[src/rtl/point_spawner.sv]
// point_spawner: LFSR-driven collectible placement on a grid, pickup detection, saturating scores.
// Define POINT_TIMEOUT_EN to retire uncollected points after TIMEOUT_CYCLES.
module point_spawner #(
   parameter int unsigned NUM_PLAYERS     = 2,
   parameter int unsigned GRID_STEP       = 32,
   parameter int unsigned GRID_COLS       = 31,
   parameter int unsigned GRID_ROWS       = 23,
   parameter int unsigned POINT_SIZE      = 8,
   parameter int unsigned PLAYER_SIZE     = 12,
   parameter int unsigned COOLDOWN_CYCLES = 10000,
   parameter int unsigned WIN_SCORE       = 31,
   parameter logic [15:0] SEED_X          = 16'hACE1,
   parameter logic [15:0] SEED_Y          = 16'h1D2B,
   parameter int unsigned TIMEOUT_CYCLES  = 2000000
) (
   input  logic                       clk,
   input  logic                       rst,
   input  logic [10*NUM_PLAYERS-1:0]  player_x,
   input  logic [10*NUM_PLAYERS-1:0]  player_y,
   output logic [9:0]                 cand_x,
   output logic [9:0]                 cand_y,
   input  logic                       cand_blocked,
   output logic [9:0]                 point_x,
   output logic [9:0]                 point_y,
   output logic                       point_valid,
   output logic [5*NUM_PLAYERS-1:0]   scores,
   output logic                       collect_pulse,
   output logic                       game_over,
   output logic [2:0]                 winner
);

   localparam int unsigned CXW = ($clog2(GRID_COLS) > 5) ? $clog2(GRID_COLS) : 5;
   localparam int unsigned CYW = ($clog2(GRID_ROWS) > 5) ? $clog2(GRID_ROWS) : 5;
   localparam logic [CXW:0] COLS_L = (CXW+1)'(GRID_COLS);
   localparam logic [CYW:0] ROWS_L = (CYW+1)'(GRID_ROWS);
   localparam logic [CXW:0] LAST_CX = (CXW+1)'(GRID_COLS - 1);
   localparam logic [CYW:0] LAST_CY = (CYW+1)'(GRID_ROWS - 1);
   localparam logic [15:0] SEED_X_EFF = (SEED_X == 16'h0000) ? 16'h0001 : SEED_X;
   localparam logic [15:0] SEED_Y_EFF = (SEED_Y == 16'h0000) ? 16'h0001 : SEED_Y;
   localparam logic [15:0] LFSR_TAPS = 16'hB400;
   localparam logic signed [10:0] REACH = 11'(POINT_SIZE + PLAYER_SIZE);
   localparam logic [9:0] POINT_RST = 10'(GRID_STEP);
   localparam logic [4:0] WIN = 5'(WIN_SCORE);
   localparam int unsigned CNT_W = (COOLDOWN_CYCLES > 1) ? $clog2(COOLDOWN_CYCLES) : 1;
   localparam logic [CNT_W-1:0] COOL_LOAD = (COOLDOWN_CYCLES == 0) ? '0 : CNT_W'(COOLDOWN_CYCLES - 1);
`ifdef POINT_TIMEOUT_EN
   localparam int unsigned AGE_W = (TIMEOUT_CYCLES > 1) ? $clog2(TIMEOUT_CYCLES) : 1;
   localparam logic [AGE_W-1:0] AGE_LAST = AGE_W'(TIMEOUT_CYCLES - 1);
`endif

   typedef enum logic [1:0] {SEARCH, ACTIVE, COOLDOWN, DONE} state_t;

   state_t           state;
   logic [15:0]      lfsr_x, lfsr_y;
   logic [CNT_W-1:0] cool_cnt;
`ifdef POINT_TIMEOUT_EN
   logic [AGE_W-1:0] age;
`endif
   logic [CXW-1:0]   cx;
   logic [CYW-1:0]   cy;
   logic             in_range, start_cell, cand_hit, cand_ok;
   logic             pick_hit;
   logic [2:0]       pick_idx;
   logic [4:0]       pick_score;

   function automatic logic [15:0] lfsr_step(input logic [15:0] s);
      return {1'b0, s[15:1]} ^ (s[0] ? LFSR_TAPS : 16'h0000);
   endfunction

   // 11-bit signed differences so a player left of / above the point cannot wrap
   function automatic logic overlaps(input logic [9:0] ax, input logic [9:0] ay,
                                     input logic [9:0] bx, input logic [9:0] by);
      logic signed [10:0] dx, dy;
      dx = $signed({1'b0, ax}) - $signed({1'b0, bx});
      dy = $signed({1'b0, ay}) - $signed({1'b0, by});
      if (dx < 0) dx = -dx;
      if (dy < 0) dy = -dy;
      return (dx <= REACH) && (dy <= REACH);
   endfunction

   assign cx = CXW'(lfsr_x[4:0]);
   assign cy = CYW'(lfsr_y[4:0]);

   always_comb begin
      cand_x = 10'(GRID_STEP * (32'(cx) + 32'd1));
      cand_y = 10'(GRID_STEP * (32'(cy) + 32'd1));
   end

   assign in_range   = ({1'b0, cx} < COLS_L) && ({1'b0, cy} < ROWS_L);
   assign start_cell = ((cx == '0) && (cy == '0)) ||
                       (({1'b0, cx} == LAST_CX) && ({1'b0, cy} == LAST_CY));

   always_comb begin
      cand_hit = 1'b0;
      for (int unsigned i = 0; i < NUM_PLAYERS; i++)
         if (overlaps(cand_x, cand_y, player_x[10*i +: 10], player_y[10*i +: 10]))
            cand_hit = 1'b1;
   end

   assign cand_ok = in_range && !cand_blocked && !start_cell && !cand_hit;

   // lowest-index overlapping player wins a simultaneous pickup
   always_comb begin
      pick_hit   = 1'b0;
      pick_idx   = '0;
      pick_score = '0;
      for (int unsigned i = 0; i < NUM_PLAYERS; i++)
         if (!pick_hit && overlaps(point_x, point_y, player_x[10*i +: 10], player_y[10*i +: 10])) begin
            pick_hit   = 1'b1;
            pick_idx   = 3'(i);
            pick_score = (scores[5*i +: 5] == 5'd31) ? 5'd31 : scores[5*i +: 5] + 5'd1;
         end
   end

   always_ff @(posedge clk) begin
      if (rst) begin
         state         <= SEARCH;
         lfsr_x        <= SEED_X_EFF;
         lfsr_y        <= SEED_Y_EFF;
         cool_cnt      <= '0;
         point_x       <= POINT_RST;
         point_y       <= POINT_RST;
         point_valid   <= 1'b0;
         scores        <= '0;
         collect_pulse <= 1'b0;
         game_over     <= 1'b0;
         winner        <= '0;
`ifdef POINT_TIMEOUT_EN
         age           <= '0;
`endif
      end else begin
         lfsr_x        <= lfsr_step(lfsr_x);
         lfsr_y        <= lfsr_step(lfsr_y);
         collect_pulse <= 1'b0;
         unique case (state)
            SEARCH:
               if (cand_ok) begin
                  point_x     <= cand_x;
                  point_y     <= cand_y;
                  point_valid <= 1'b1;
                  state       <= ACTIVE;
`ifdef POINT_TIMEOUT_EN
                  age         <= '0;
`endif
               end
            ACTIVE:
               if (pick_hit) begin
                  scores[5*pick_idx +: 5] <= pick_score;
                  collect_pulse <= 1'b1;
                  point_valid   <= 1'b0;
                  if (pick_score == WIN) begin
                     game_over <= 1'b1;
                     winner    <= pick_idx;
                     state     <= DONE;
                  end else if (COOLDOWN_CYCLES == 0) begin
                     state <= SEARCH;
                  end else begin
                     state    <= COOLDOWN;
                     cool_cnt <= COOL_LOAD;
                  end
               end
`ifdef POINT_TIMEOUT_EN
               else if (age == AGE_LAST) begin
                  point_valid <= 1'b0;
                  state       <= SEARCH;
               end else begin
                  age <= age + AGE_W'(1);
               end
`endif
            COOLDOWN:
               if (cool_cnt == '0) state <= SEARCH;
               else cool_cnt <= cool_cnt - CNT_W'(1);
            DONE: ;
            default: state <= SEARCH;
         endcase
      end
   end

endmodule

[config.mk]
export PLATFORM = sky130hd
export DESIGN_NAME = point_spawner
export DESIGN_NICKNAME = d
export VERILOG_FILES = /design/src/rtl/point_spawner.sv
export SDC_FILE = /design/constraint.sdc
export NUM_CORES = 1
export LEC_CHECK = 0
export ABC_CLOCK_PERIOD_IN_PS = 4800
export BUFFER_PORTS_ARGS = -buffer_cell sky130_fd_sc_hd__buf_4
export CELL_PAD_IN_SITES_DETAIL_PLACEMENT = 0
export CELL_PAD_IN_SITES_GLOBAL_PLACEMENT = 1
export CORE_MARGIN = 4
export CORE_UTILIZATION = 44
export CTS_CLUSTER_DIAMETER = 50
export DETAILED_ROUTE_END_ITERATION = 10
export PLACE_DENSITY_LB_ADDON = 0.05
export RECOVER_POWER = 100
export SKIP_CTS_REPAIR_TIMING = 1
export SLEW_MARGIN = 20
export SYNTH_ARGS = -nofsm -noshare
export SYNTH_HDL_FRONTEND = slang
export SYNTH_SLANG_ARGS = --single-unit
[constraint.sdc]
create_clock -name clk -period 4.8 [get_ports clk]
set_input_delay 0.72 -clock clk [delete_from_list [all_inputs] [get_ports clk]]
set_output_delay 0.72 -clock clk [all_outputs]
set_load 0.02 [all_outputs]
==> out/results.ini <==
[clock_network]
cts_max_level = 3
cts_buffers = 9
cts_tree = done
cts_sinks = 72
clockBufferDepth = 2
clock_insertion_delay_worst_skew_ps = 330
clock-root-buffer = clkbuf_16
cts.clk_slew.worst_paths_ps = 60

[setup_path]
endpoint = cool_cnt[9]
crit_path_start = player_y[1]
critPathLaunchType = input pin
r2r_setup_slack_ps = 550
required_ps = 5040
path_class = input pin to register
rr_worst_depth = 15
arrival_ps = 4660
timing.rr.start = lfsr_x[0]
crit_fanout = 10
cp-end-kind = register
timing.rr.end = point_x[8]

[placed_design]
place.gp.congestion = 0.878
placed_cells = 1265
pre_cts_slack_ps = 186
port_buffers = 76
hpwlAfterDp_mm = 15.9

[power_and_ir_drop]
p_leak_nw = 3.41
power_density_nw_per_um2 = 275
irDropWorstVdd_mv = 0.166

[outcome]
status = complete, but fails checks
violations = max-capacitance violations, max-slew violations

[synthesis]
syn_area_um2 = 7570
yosysUniqueCellTypes = 90
synth_mux_area_share_pct = 2.26
ys.flop_type = dfxtp_1
netlist_top_cells_area = dfxtp_1 (19%), ha_1 (9.4%), xnor2_1 (5.2%), a21oi_1 (4.6%), nor2_1 (3.7%)
netlist_instances = 988
post-synth-top-count-cell = nor2_1
synth_edf_count = 0
synthAdderAreaFrac_pct = 9.42
synth_top_area_share_pct = 19.0
synth_simple_gate_area_share_pct = 25.5
syn_avg_cell_area_um2 = 7.67
yosysWarnings = 0
yosysTopAreaCell = dfxtp_1
synth-compound-area-share_pct = 28.8
synthTopCellsByCount = nor2_1 (74), dfxtp_1 (72), a21oi_1 (69), inv_1 (62), nand2_1 (59)
synth-xor-area-share_pct = 7.61
ys_ff_latch = 72
synth_top_family_by_area = compound AO/OA/AOI/OAI gates
ys_seq_area_share_pct = 19.0
synthArstFlopShare_pct = 0

[final_layout]
fillerInstances = 1726
syn_to_final_growth_pct = 12.3
drive_above_1_share_pct = 10.4
regArea_um2 = 1440
diodes = 0
nets = 1156
final_cells = 1281
multiInputGateArea_um2 = 5660

[sta]
fin_setup_tns_ps = 0
period_needed_ps = 4420
rsz0062_at_grt = no
setup_viol = 0
finalClockSkew_ps = 6.19
fmax_mhz = 226
tightest_slew_ps = 2710
fin_ws_ps = 383
final-hold-violation-count = 0
slew-limit-headroom_pct = -80.6
fin_crit_sh_pct = 92.0
drv_slew = 69

[grt]
use_met3_pct = 2.76
overflow = 0
grt_max_degree = 69
antenna_found_initial = 0
gr-usage-met1_pct = 29.8
grt_pass1_vias = 6706
grt_use_met2_pct = 31.7
grt_first_pass_wirelength_mm = 33.7
gr-max-usage-layer = met2
gr-usage-all-layers_pct = 20.3

[route]
drt_iter0_markers = 414
ant_nets = 0
routed_via_density = 5.73
wirelength_mm = 20.3
dr.pass1.iters = 5
num_vias = 7340
routedWlPerCell_um = 15.8
remaining_drc_errors = 0

[floorplan]
core_um2 = 16700
fp.dieH_um = 139
ioPinCount = 99
initial_utilization_pct = 45.4
dieArea_um2 = 19400
die_w_um = 139
row_count = 47

[job]
maxCapViolations = 1

[hold_path]
hold_class = register to register

## through the flow
stage | hold WS [ps] | total power, mW | cell area, µm² | util [%]
6_report | 410 | 2.34 | 8510 | 51.0
5_1_grt | 427 | 2.49 | 8510 | 51.0
4_1_cts | 412 | 2.36 | 8660 | 51.9
3_5_place_dp | 394 | 1.57 | 8310 | 49.8
3_3_place_gp | 390 | 1.57 | 8310 | 49.8
2_1_floorplan | 389 | 1.35 | 7650 | -
## worst max-delay path: stages
cell and delay, ps:
clkbuf_1 150, inv_1 140, ha_1 340, or3b_2 520
nor4_1 380, o21ba_1 250, a21bo_2 230, a32o_1 250
o221a_2 230, a21oi_2 320, a21o_1 290, a21oi_1 110
clkbuf_1 250, a31o_2 290, a311oi_1 190
## where the power goes
group	switching (mW)	internal, mW
combinational	0.525	0.359
sequential	0.0318	0.634
clock	0.272	0.515
## registers in the layout, indices dropped and copies added, names as in the netlist
name	flops
lfsr_x	16
cool_cnt	14
lfsr_y	16
scores	10
state	2
game_over	1
point_y	5
winner	1
point_valid	1
collect_pulse	1
point_x	5
## kinds of logic after synthesis
logic type / after synthesis
buffers and inverters: 119
and+or+nand+nor: 348
DFF: 72
xor gates and xnor gates: 65
AOI/OAI and AO/OA: 309
muxes: 17
adders and majority gates: 57
other: 1
## per-layer routing
layer,vias up,wire length [µm]
li1,3785,-
met1,3411,10500
met5,-,0
met3,16,642
met4,0,219
met2,128,8910
## layout by cell type (no fill, tap or decap), types with 20 or more instances in the layout
cell type	synthesis	routed
nor3_1	20	20
clkbuf_1	22	41
nor2_1	74	74
conb_1	1	22
nor2b_1	34	34
inv_1	62	62
a21oi_1	69	69
ha_1	57	57
buf_4	22	52
nand2_1	59	59
dfxtp_1	72	72
xnor2_1	45	45
o21ai_0	44	44
## layout make-up
class	instances	area share (%)
multi-input cells	818	66.6
flip-flops and latches	72	16.9
repair buffers	93	6.40
well taps	220	3.23
inverters	62	2.73
clock buffers	9	2.65
clock inverters	7	1.49
## worst min-delay path by stage
stage               startpoint  slack, ps         end  depth (start not counted)
floorplan           lfsr_x[12]        390  lfsr_x[11]                          1
global placement    lfsr_y[12]        390  lfsr_y[11]                          1
detailed placement  lfsr_y[12]        390  lfsr_y[11]                          1
CTS                 lfsr_y[12]        410  lfsr_y[11]                          1
global route        lfsr_x[12]        430  lfsr_x[11]                          1
finish               lfsr_x[6]        410   lfsr_x[5]                          1
Power figures use the tool's default switching activity.
